`config.mk`:
```
export PLATFORM = sky130hd
export DESIGN_NAME = msi_snoop_cluster
export DESIGN_NICKNAME = d
export VERILOG_FILES = /design/src/rtl/msi_snoop_cluster.sv
export SDC_FILE = /design/constraint.sdc
export NUM_CORES = 1
export LEC_CHECK = 0
export ABC_AREA = 0
export CAP_MARGIN = 10
export CORE_MARGIN = 5
export CORE_UTILIZATION = 40
export CTS_CLUSTER_DIAMETER = 80
export CTS_CLUSTER_SIZE = 8
export DETAILED_ROUTE_END_ITERATION = 6
export SYNTH_ARGS = -nofsm -noshare
export SYNTH_HDL_FRONTEND = slang
export SYNTH_SLANG_ARGS = --single-unit
```
`constraint.sdc`:
```
create_clock -name clock -period 2.9 [get_ports clock]
set_clock_uncertainty 0.1 [all_clocks]
set_input_delay 0.58 -clock clock [delete_from_list [all_inputs] [get_ports clock]]
set_output_delay 0.58 -clock clock [all_outputs]
set_load 0.01 [all_outputs]
```
`src/rtl/msi_snoop_cluster.sv`:
```
// msi_snoop_cluster: NPROC private direct-mapped caches kept coherent with MSI
// over one serialised snooping bus, backed by a shared word-addressed memory.
// One request is in flight at a time; the bus FSM walks it through lookup,
// optional victim eviction, snoop, optional remote write-back, fill and response.
module msi_snoop_cluster #(
    parameter int NPROC  = 3,
    parameter int LINES  = 4,
    parameter int ADDR_W = 4,
    parameter int DW     = 4,
    localparam int PID_W = ($clog2(NPROC) < 1) ? 1 : $clog2(NPROC),
    localparam int IDX_W = $clog2(LINES),
    localparam int TAG_W = ADDR_W - IDX_W
) (
    input  logic              clock,
    input  logic              reset_n,
    input  logic              req_valid,
    output logic              req_ready,
    input  logic [PID_W-1:0]  req_proc,
    input  logic              req_write,
    input  logic [ADDR_W-1:0] req_addr,
    input  logic [DW-1:0]     req_wdata,
    output logic              resp_valid,
    output logic [DW-1:0]     resp_data,
    output logic              resp_hit,
    output logic              resp_err,
    output logic [1:0]        resp_prev,
    output logic [1:0]        resp_new,
    output logic [1:0]        bus_op,
    output logic [7:0]        wb_count,
    input  logic [PID_W-1:0]  q_proc,
    input  logic [ADDR_W-1:0] q_addr,
    output logic [1:0]        q_state
);

    localparam int MEM_D = 1 << ADDR_W;
    localparam logic [PID_W:0] NPROC_L = (PID_W+1)'(NPROC);
    localparam logic [1:0] ST_I = 2'd0, ST_S = 2'd1, ST_M = 2'd2;
    localparam logic [1:0] OP_NONE = 2'd0, OP_RD = 2'd1, OP_RDX = 2'd2, OP_UPGR = 2'd3;

    typedef enum logic [2:0] {
        IDLE   = 3'd0,
        LOOKUP = 3'd1,
        EVICT  = 3'd2,
        SNOOP  = 3'd3,
        WB     = 3'd4,
        FILL   = 3'd5,
        RESP   = 3'd6
    } fsm_e;

    fsm_e              state_q;
    logic [1:0]        st_q   [NPROC][LINES];
    logic [TAG_W-1:0]  tag_q  [NPROC][LINES];
    logic [DW-1:0]     data_q [NPROC][LINES];
    logic [DW-1:0]     mem_q  [MEM_D];

    logic [PID_W-1:0]  proc_q, holder_q;
    logic              write_q;
    logic [ADDR_W-1:0] addr_q;
    logic [DW-1:0]     wdata_q;
    logic [1:0]        op_q;

    logic              resp_valid_q, resp_hit_q, resp_err_q;
    logic [DW-1:0]     resp_data_q;
    logic [1:0]        resp_prev_q, resp_new_q, bus_op_q;
    logic [7:0]        wb_cnt_q;

    logic              req_ok_s, hit_s, dirty_victim_s, rm_found_s;
    logic [PID_W-1:0]  pid_s, rm_pid_s;
    logic [IDX_W-1:0]  idx_s;
    logic [TAG_W-1:0]  tag_s, loc_tag_s;
    logic [1:0]        loc_st_s;
    logic [DW-1:0]     loc_data_s;

    logic              q_ok_s;
    logic [PID_W-1:0]  q_pid_s;
    logic [IDX_W-1:0]  q_idx_s;
    logic [1:0]        q_state_s;

    // Decode the captured request against the requester's own cache line
    always_comb begin
        idx_s    = addr_q[IDX_W-1:0];
        tag_s    = addr_q[ADDR_W-1:IDX_W];
        req_ok_s = ({1'b0, proc_q} < NPROC_L);
        if (req_ok_s) begin
            pid_s = proc_q;
        end else begin
            pid_s = '0;
        end
        loc_st_s       = st_q[pid_s][idx_s];
        loc_tag_s      = tag_q[pid_s][idx_s];
        loc_data_s     = data_q[pid_s][idx_s];
        hit_s          = req_ok_s && (loc_st_s != ST_I) && (loc_tag_s == tag_s);
        dirty_victim_s = (loc_st_s == ST_M) && (loc_tag_s != tag_s);
    end

    // Find a remote cache holding the requested address in M
    always_comb begin
        rm_found_s = 1'b0;
        rm_pid_s   = '0;
        for (int p = 0; p < NPROC; p++) begin
            if ((PID_W'(p) != pid_s) && (st_q[p][idx_s] == ST_M) && (tag_q[p][idx_s] == tag_s)) begin
                rm_found_s = 1'b1;
                rm_pid_s   = PID_W'(p);
            end else begin
                rm_found_s = rm_found_s;
            end
        end
    end

    // Status query for the display side; out-of-range processors read as I
    always_comb begin
        q_ok_s  = ({1'b0, q_proc} < NPROC_L);
        q_idx_s = q_addr[IDX_W-1:0];
        if (q_ok_s) begin
            q_pid_s = q_proc;
        end else begin
            q_pid_s = '0;
        end
        if (q_ok_s && (st_q[q_pid_s][q_idx_s] != ST_I) &&
            (tag_q[q_pid_s][q_idx_s] == q_addr[ADDR_W-1:IDX_W])) begin
            q_state_s = st_q[q_pid_s][q_idx_s];
        end else begin
            q_state_s = ST_I;
        end
    end

    // Bus FSM: owns the cache arrays, the memory and every registered response field
    always_ff @(posedge clock or negedge reset_n) begin
        if (!reset_n) begin
            state_q      <= IDLE;
            for (int p = 0; p < NPROC; p++) begin
                for (int l = 0; l < LINES; l++) begin
                    st_q[p][l]   <= ST_I;
                    tag_q[p][l]  <= '0;
                    data_q[p][l] <= '0;
                end
            end
            for (int k = 0; k < MEM_D; k++) begin
                mem_q[k] <= DW'(k);
            end
            proc_q       <= '0;
            holder_q     <= '0;
            write_q      <= 1'b0;
            addr_q       <= '0;
            wdata_q      <= '0;
            op_q         <= OP_NONE;
            resp_valid_q <= 1'b0;
            resp_hit_q   <= 1'b0;
            resp_err_q   <= 1'b0;
            resp_data_q  <= '0;
            resp_prev_q  <= ST_I;
            resp_new_q   <= ST_I;
            bus_op_q     <= OP_NONE;
            wb_cnt_q     <= 8'd0;
        end else begin
            resp_valid_q <= 1'b0;
            case (state_q)
                IDLE: begin
                    if (req_valid) begin
                        proc_q  <= req_proc;
                        write_q <= req_write;
                        addr_q  <= req_addr;
                        wdata_q <= req_wdata;
                        state_q <= LOOKUP;
                    end
                end
                LOOKUP: begin
                    if (!req_ok_s) begin
                        resp_valid_q <= 1'b1;
                        resp_data_q  <= '0;
                        resp_hit_q   <= 1'b0;
                        resp_err_q   <= 1'b1;
                        resp_prev_q  <= ST_I;
                        resp_new_q   <= ST_I;
                        bus_op_q     <= OP_NONE;
                        state_q      <= RESP;
                    end else if (hit_s && (!write_q || (loc_st_s == ST_M))) begin
                        if (write_q) begin
                            data_q[pid_s][idx_s] <= wdata_q;
                        end
                        resp_valid_q <= 1'b1;
                        resp_data_q  <= write_q ? wdata_q : loc_data_s;
                        resp_hit_q   <= 1'b1;
                        resp_err_q   <= 1'b0;
                        resp_prev_q  <= loc_st_s;
                        resp_new_q   <= loc_st_s;
                        bus_op_q     <= OP_NONE;
                        state_q      <= RESP;
                    end else if (hit_s) begin
                        op_q    <= OP_UPGR;
                        state_q <= SNOOP;
                    end else begin
                        op_q    <= write_q ? OP_RDX : OP_RD;
                        state_q <= dirty_victim_s ? EVICT : SNOOP;
                    end
                end
                EVICT: begin
                    mem_q[{loc_tag_s, idx_s}] <= loc_data_s;
                    st_q[pid_s][idx_s]        <= ST_I;
                    wb_cnt_q                  <= wb_cnt_q + 8'd1;
                    state_q                   <= SNOOP;
                end
                SNOOP: begin
                    // BusRdX and BusUpgr both strip every remote shared copy
                    if (op_q != OP_RD) begin
                        for (int p = 0; p < NPROC; p++) begin
                            if ((PID_W'(p) != pid_s) && (st_q[p][idx_s] == ST_S) && (tag_q[p][idx_s] == tag_s)) begin
                                st_q[p][idx_s] <= ST_I;
                            end
                        end
                    end
                    if (op_q == OP_UPGR) begin
                        st_q[pid_s][idx_s]   <= ST_M;
                        data_q[pid_s][idx_s] <= wdata_q;
                        resp_valid_q         <= 1'b1;
                        resp_data_q          <= wdata_q;
                        resp_hit_q           <= 1'b1;
                        resp_err_q           <= 1'b0;
                        resp_prev_q          <= ST_S;
                        resp_new_q           <= ST_M;
                        bus_op_q             <= OP_UPGR;
                        state_q              <= RESP;
                    end else if (rm_found_s) begin
                        holder_q <= rm_pid_s;
                        state_q  <= WB;
                    end else begin
                        state_q <= FILL;
                    end
                end
                WB: begin
                    mem_q[addr_q]            <= data_q[holder_q][idx_s];
                    st_q[holder_q][idx_s]    <= write_q ? ST_I : ST_S;
                    wb_cnt_q                 <= wb_cnt_q + 8'd1;
                    state_q                  <= FILL;
                end
                FILL: begin
                    st_q[pid_s][idx_s]   <= write_q ? ST_M : ST_S;
                    tag_q[pid_s][idx_s]  <= tag_s;
                    data_q[pid_s][idx_s] <= write_q ? wdata_q : mem_q[addr_q];
                    resp_valid_q         <= 1'b1;
                    resp_data_q          <= write_q ? wdata_q : mem_q[addr_q];
                    resp_hit_q           <= 1'b0;
                    resp_err_q           <= 1'b0;
                    resp_prev_q          <= ST_I;
                    resp_new_q           <= write_q ? ST_M : ST_S;
                    bus_op_q             <= op_q;
                    state_q              <= RESP;
                end
                RESP: begin
                    state_q <= IDLE;
                end
                default: begin
                    state_q <= IDLE;
                end
            endcase
        end
    end

    assign req_ready  = (state_q == IDLE);
    assign resp_valid = resp_valid_q;
    assign resp_data  = resp_data_q;
    assign resp_hit   = resp_hit_q;
    assign resp_err   = resp_err_q;
    assign resp_prev  = resp_prev_q;
    assign resp_new   = resp_new_q;
    assign bus_op     = bus_op_q;
    assign wb_count   = wb_cnt_q;
    assign q_state    = q_state_s;

endmodule

```
==> results.json <==
{
  "synth_commonest_cells": "dfrtp_1 (167), nand2_1 (116), o21ai_0 (96)",
  "worst-slew-pin-transition_ns": 0.857,
  "syn_inst": 1163,
  "synthesis.area_um2": 12200,
  "drt_first_pass_iters": 6,
  "cts_buffers": 17,
  "grt_pass1_wl_um": 65000,
  "crit_required_ns": 3.13,
  "path_class": "flop to flop",
  "switching_share": 0.455,
  "p_int_w": 0.0110,
  "pin_count": 44,
  "drv_slew": 0,
  "clk_pin_slew_ns": 0.08,
  "num_vias": 10900,
  "fmaxAchievable_mhz": 329,
  "yosysTopAreaCellShare": 0.342,
  "ant_nets": 0,
  "slowest_stage": "dfrtp_1",
  "synth_cell_types": 70,
  "via_per_inst": 6.33,
  "routed_wirelength_um": 42100,
  "drive_gt1_frac": 0.339,
  "worst_setup_path_start_kind": "flop",
  "switchingPower_w": 0.00921,
  "grt_pass1_vias": 10900,
  "clock_path_buffers": 2,
  "tns_ns": -6.38,
  "dp.cells": 1676,
  "place_hpwl_um": 30300,
  "cts-root-buf": "clkbuf_16",
  "cp_max_fo": 12,
  "path_cells": "inv_2, ha_2, buf_6, mux2_2, a221o_1, nand4_4, xor2_4, and4b_4, o211ai_2, buf_12, o22a_1",
  "final_cells": 1729,
  "routabilityCongestion": 0.965,
  "cellPowerDensity_nw_per_um2": 1330,
  "final.setup.worst_slack_ns": -0.139,
  "synth-async-reset-ratio": 1.00,
  "htree_num_levels": 4,
  "port-buffer-count": 43,
  "clock_sinks": 199,
  "finalSetupViolCount": 67,
  "die_w_um": 185,
  "drtIter0Drc": 1333,
  "insertion_delay_ns": 0.45,
  "ys.flop_type": "dfrtp_1",
  "grt_max_degree": 56,
  "syn_area_per_cell_um2": 10.5,
  "period_share": 1.05,
  "synthToLayoutAreaGrowth_pct": 24.5,
  "final-hold-violation-count": 0,
  "grt_use_total": 0.248,
  "end_kind": "flop",
  "synth_area_leaders": "dfrtp_1 (34%), mux4_2 (11%), dfstp_2 (6.9%), mux2_2 (4.7%), o21ai_0 (3.9%)",
  "path_buf_inv": 3,
  "post_drt_wl_per_cell_um": 24.4,
  "leakagePower_nw": 6.13,
  "ys.warnings.count": 0,
  "die_h_um": 185,
  "final_util": 0.501,
  "antenna_found_initial": 0,
  "relSlewSlack": 0.427,
  "cts_tree": "built",
  "rows": 64,
  "violations": "negative setup slack",
  "fin_crit_ns": 3.04,
  "maxCapViolCount": 0,
  "fin_nets": 1345,
  "status": "complete, but fails checks",
  "path_delay_family": "compound AO/OA/AOI/OAI gates",
  "syn_nets": 1188,
  "rsz0062_at_grt": "yes",
  "ys_ff_latch": 199,
  "synth_area_leader_cell": "dfrtp_1",
  "critical_path_arrival_ns": 3.27,
  "overflow": 0,
  "synth_edf_count": 0,
  "peakVddDrop_mv": 0.650,
  "seqPwrFrac": 0.249,
  "combPwrFrac": 0.631,
  "ys_seq_area_frac": 0.411,
  "dieArea_um2": 34100,
  "slowest_delay_ns": 0.41,
  "start_util": 0.402,
  "drc_errors": 0,
  "worstHoldPathType": "flop to flop",
  "yosysMostFrequentCell": "dfrtp_1",
  "power_frac_clock": 0.120,
  "core_area_um2": 30300
}
-- final timing paths --
check / from / end / slack, ns / cells past startpoint
worst max-delay path: proc_q[1]$_DFFE_PN0P_ / data_q[14]$_DFFE_PN0P_ / -0.14 / 11
worst min-delay path: mem_q[21]$_DFFE_PN1P_ / mem_q[21]$_DFFE_PN1P_ / 0.36 / 2
worst max register to register: proc_q[1]$_DFFE_PN0P_ / data_q[14]$_DFFE_PN0P_ / -0.14 / 11
worst min register to register: mem_q[21]$_DFFE_PN1P_ / mem_q[21]$_DFFE_PN1P_ / 0.36 / 2
max in group asynchronous: reset_n / proc_q[0]$_DFFE_PN0P_ / 1.48 / 3
min in group asynchronous: reset_n / data_q[5]$_DFFE_PN0P_ / 0.45 / 2
-- area by class of cell --
| cell class | instances | area (µm²) |
|---|---|---|
| inverters | 17 | 63.8 |
| fillers | 2711 | 15200 |
| clock inverters | 10 | 108 |
| diodes | 1 | 2.50 |
| flip-flops and latches | 199 | 5030 |
| repair buffers | 225 | 2000 |
| clock buffers | 21 | 470 |
| multi-input cells | 860 | 7030 |
| well taps | 396 | 495 |
-- routing by layer --
layer  up-vias  GRT usage  part of all wire
met5         -          0                 0
li1       4774          -                 -
met4         0      0.105             0.042
met2       599      0.374              0.45
met3       121     0.0385             0.087
met1      5446      0.358              0.42
-- power groups by stage --
stage	Combinational, W	Sequential [W]	Clock (W)
CTS	0.0121	0.00499	0.00247
floorplan	0.00707	0.00462	0
finish	0.0128	0.00504	0.00242
global route	0.0135	0.00515	0.00257
detailed placement	0.0115	0.00503	0
global placement	0.0114	0.00502	0
-- logic make-up after synthesis --
family                     count (synthesis)  synth area share
adders and majority gates                  5           0.00513
xor gates and xnor gates                  18            0.0160
and+or+nand+nor                          311             0.120
buffers and inverters                    105            0.0417
DFF                                      199             0.411
muxes                                    141             0.184
AOI/OAI and AO/OA                        384             0.222
-- metrics by stage --
step	total power [W]	hold slack (ns)	worst slack [ns]	instance area, µm²
after global routing	0.0212	0.400	-0.226	15200
after floorplan	0.0117	0.184	-0.0312	12200
final	0.0202	0.355	-0.139	15200
after CTS	0.0195	0.356	-0.133	14900
after global placement	0.0164	0.343	-0.827	14100
after detailed placement	0.0166	0.347	-0.853	14100
-- cell usage in the layout (no fill, tap or decap), types with 7 or more instances in the layout --
cell	Yosys	layout
dfrtp_1	167	164
buf_4	9	151
nand2_1	116	112
o21ai_0	96	78
nor2_1	81	75
mux4_2	57	57
o22a_1	52	52
mux2_2	51	47
a21oi_1	51	41
clkdlybuf4s50_1	0	37
a22oi_1	33	32
dfstp_2	32	32
a221o_1	23	23
nand3_1	24	22
mux2i_1	22	21
nand2b_1	20	18
o21ai_1	0	17
clkbuf_16	0	17
a31oi_1	18	16
nor3_1	18	15
inv_1	16	14
a21oi_2	11	14
buf_6	6	14
mux2_4	9	13
o22ai_1	13	13
o211ai_1	13	13
buf_12	0	12
a221oi_1	11	10
o221ai_1	14	10
a22o_1	9	9
o21a_1	9	9
xnor2_1	8	8
xor2_1	8	8
nor2b_1	10	8
a32oi_1	7	7
a21oi_4	0	7
-- worst register-to-register path, stage by stage (launching register included) --
cell	delay (ns)
dfrtp_1	0.41
inv_2	0.08
ha_2	0.19
buf_6	0.15
mux2_2	0.35
a221o_1	0.35
nand4_4	0.17
xor2_4	0.25
and4b_4	0.35
o211ai_2	0.12
buf_12	0.18
o22a_1	0.21
-- timing repair --
item                                    CTS  global route
hold buffers                              1             0
buffers inserted                         14             5
pin swaps                                16            23
gates cloned                              1             0
resized for setup                        65            70
hold endpoints to repair                 16             0
endpoints found under the setup margin  108           132
-- sequential cells by signal (all words and copies together), names as in the netlist --
| signal | count |
|---|---|
| mem_q | 64 |
| data_q | 48 |
| st_q | 24 |
| tag_q | 24 |
| wb_count | 8 |
| addr_q | 4 |
| resp_data | 4 |
| wdata_q | 4 |
| state_q | 3 |
| bus_op | 2 |
| holder_q | 2 |
| op_q | 2 |
| proc_q | 2 |
| resp_new | 2 |
| resp_prev | 2 |
| resp_err | 1 |
| resp_hit | 1 |
| resp_valid | 1 |
| write_q | 1 |
No activity file was read; power rests on OpenSTA's default activity.
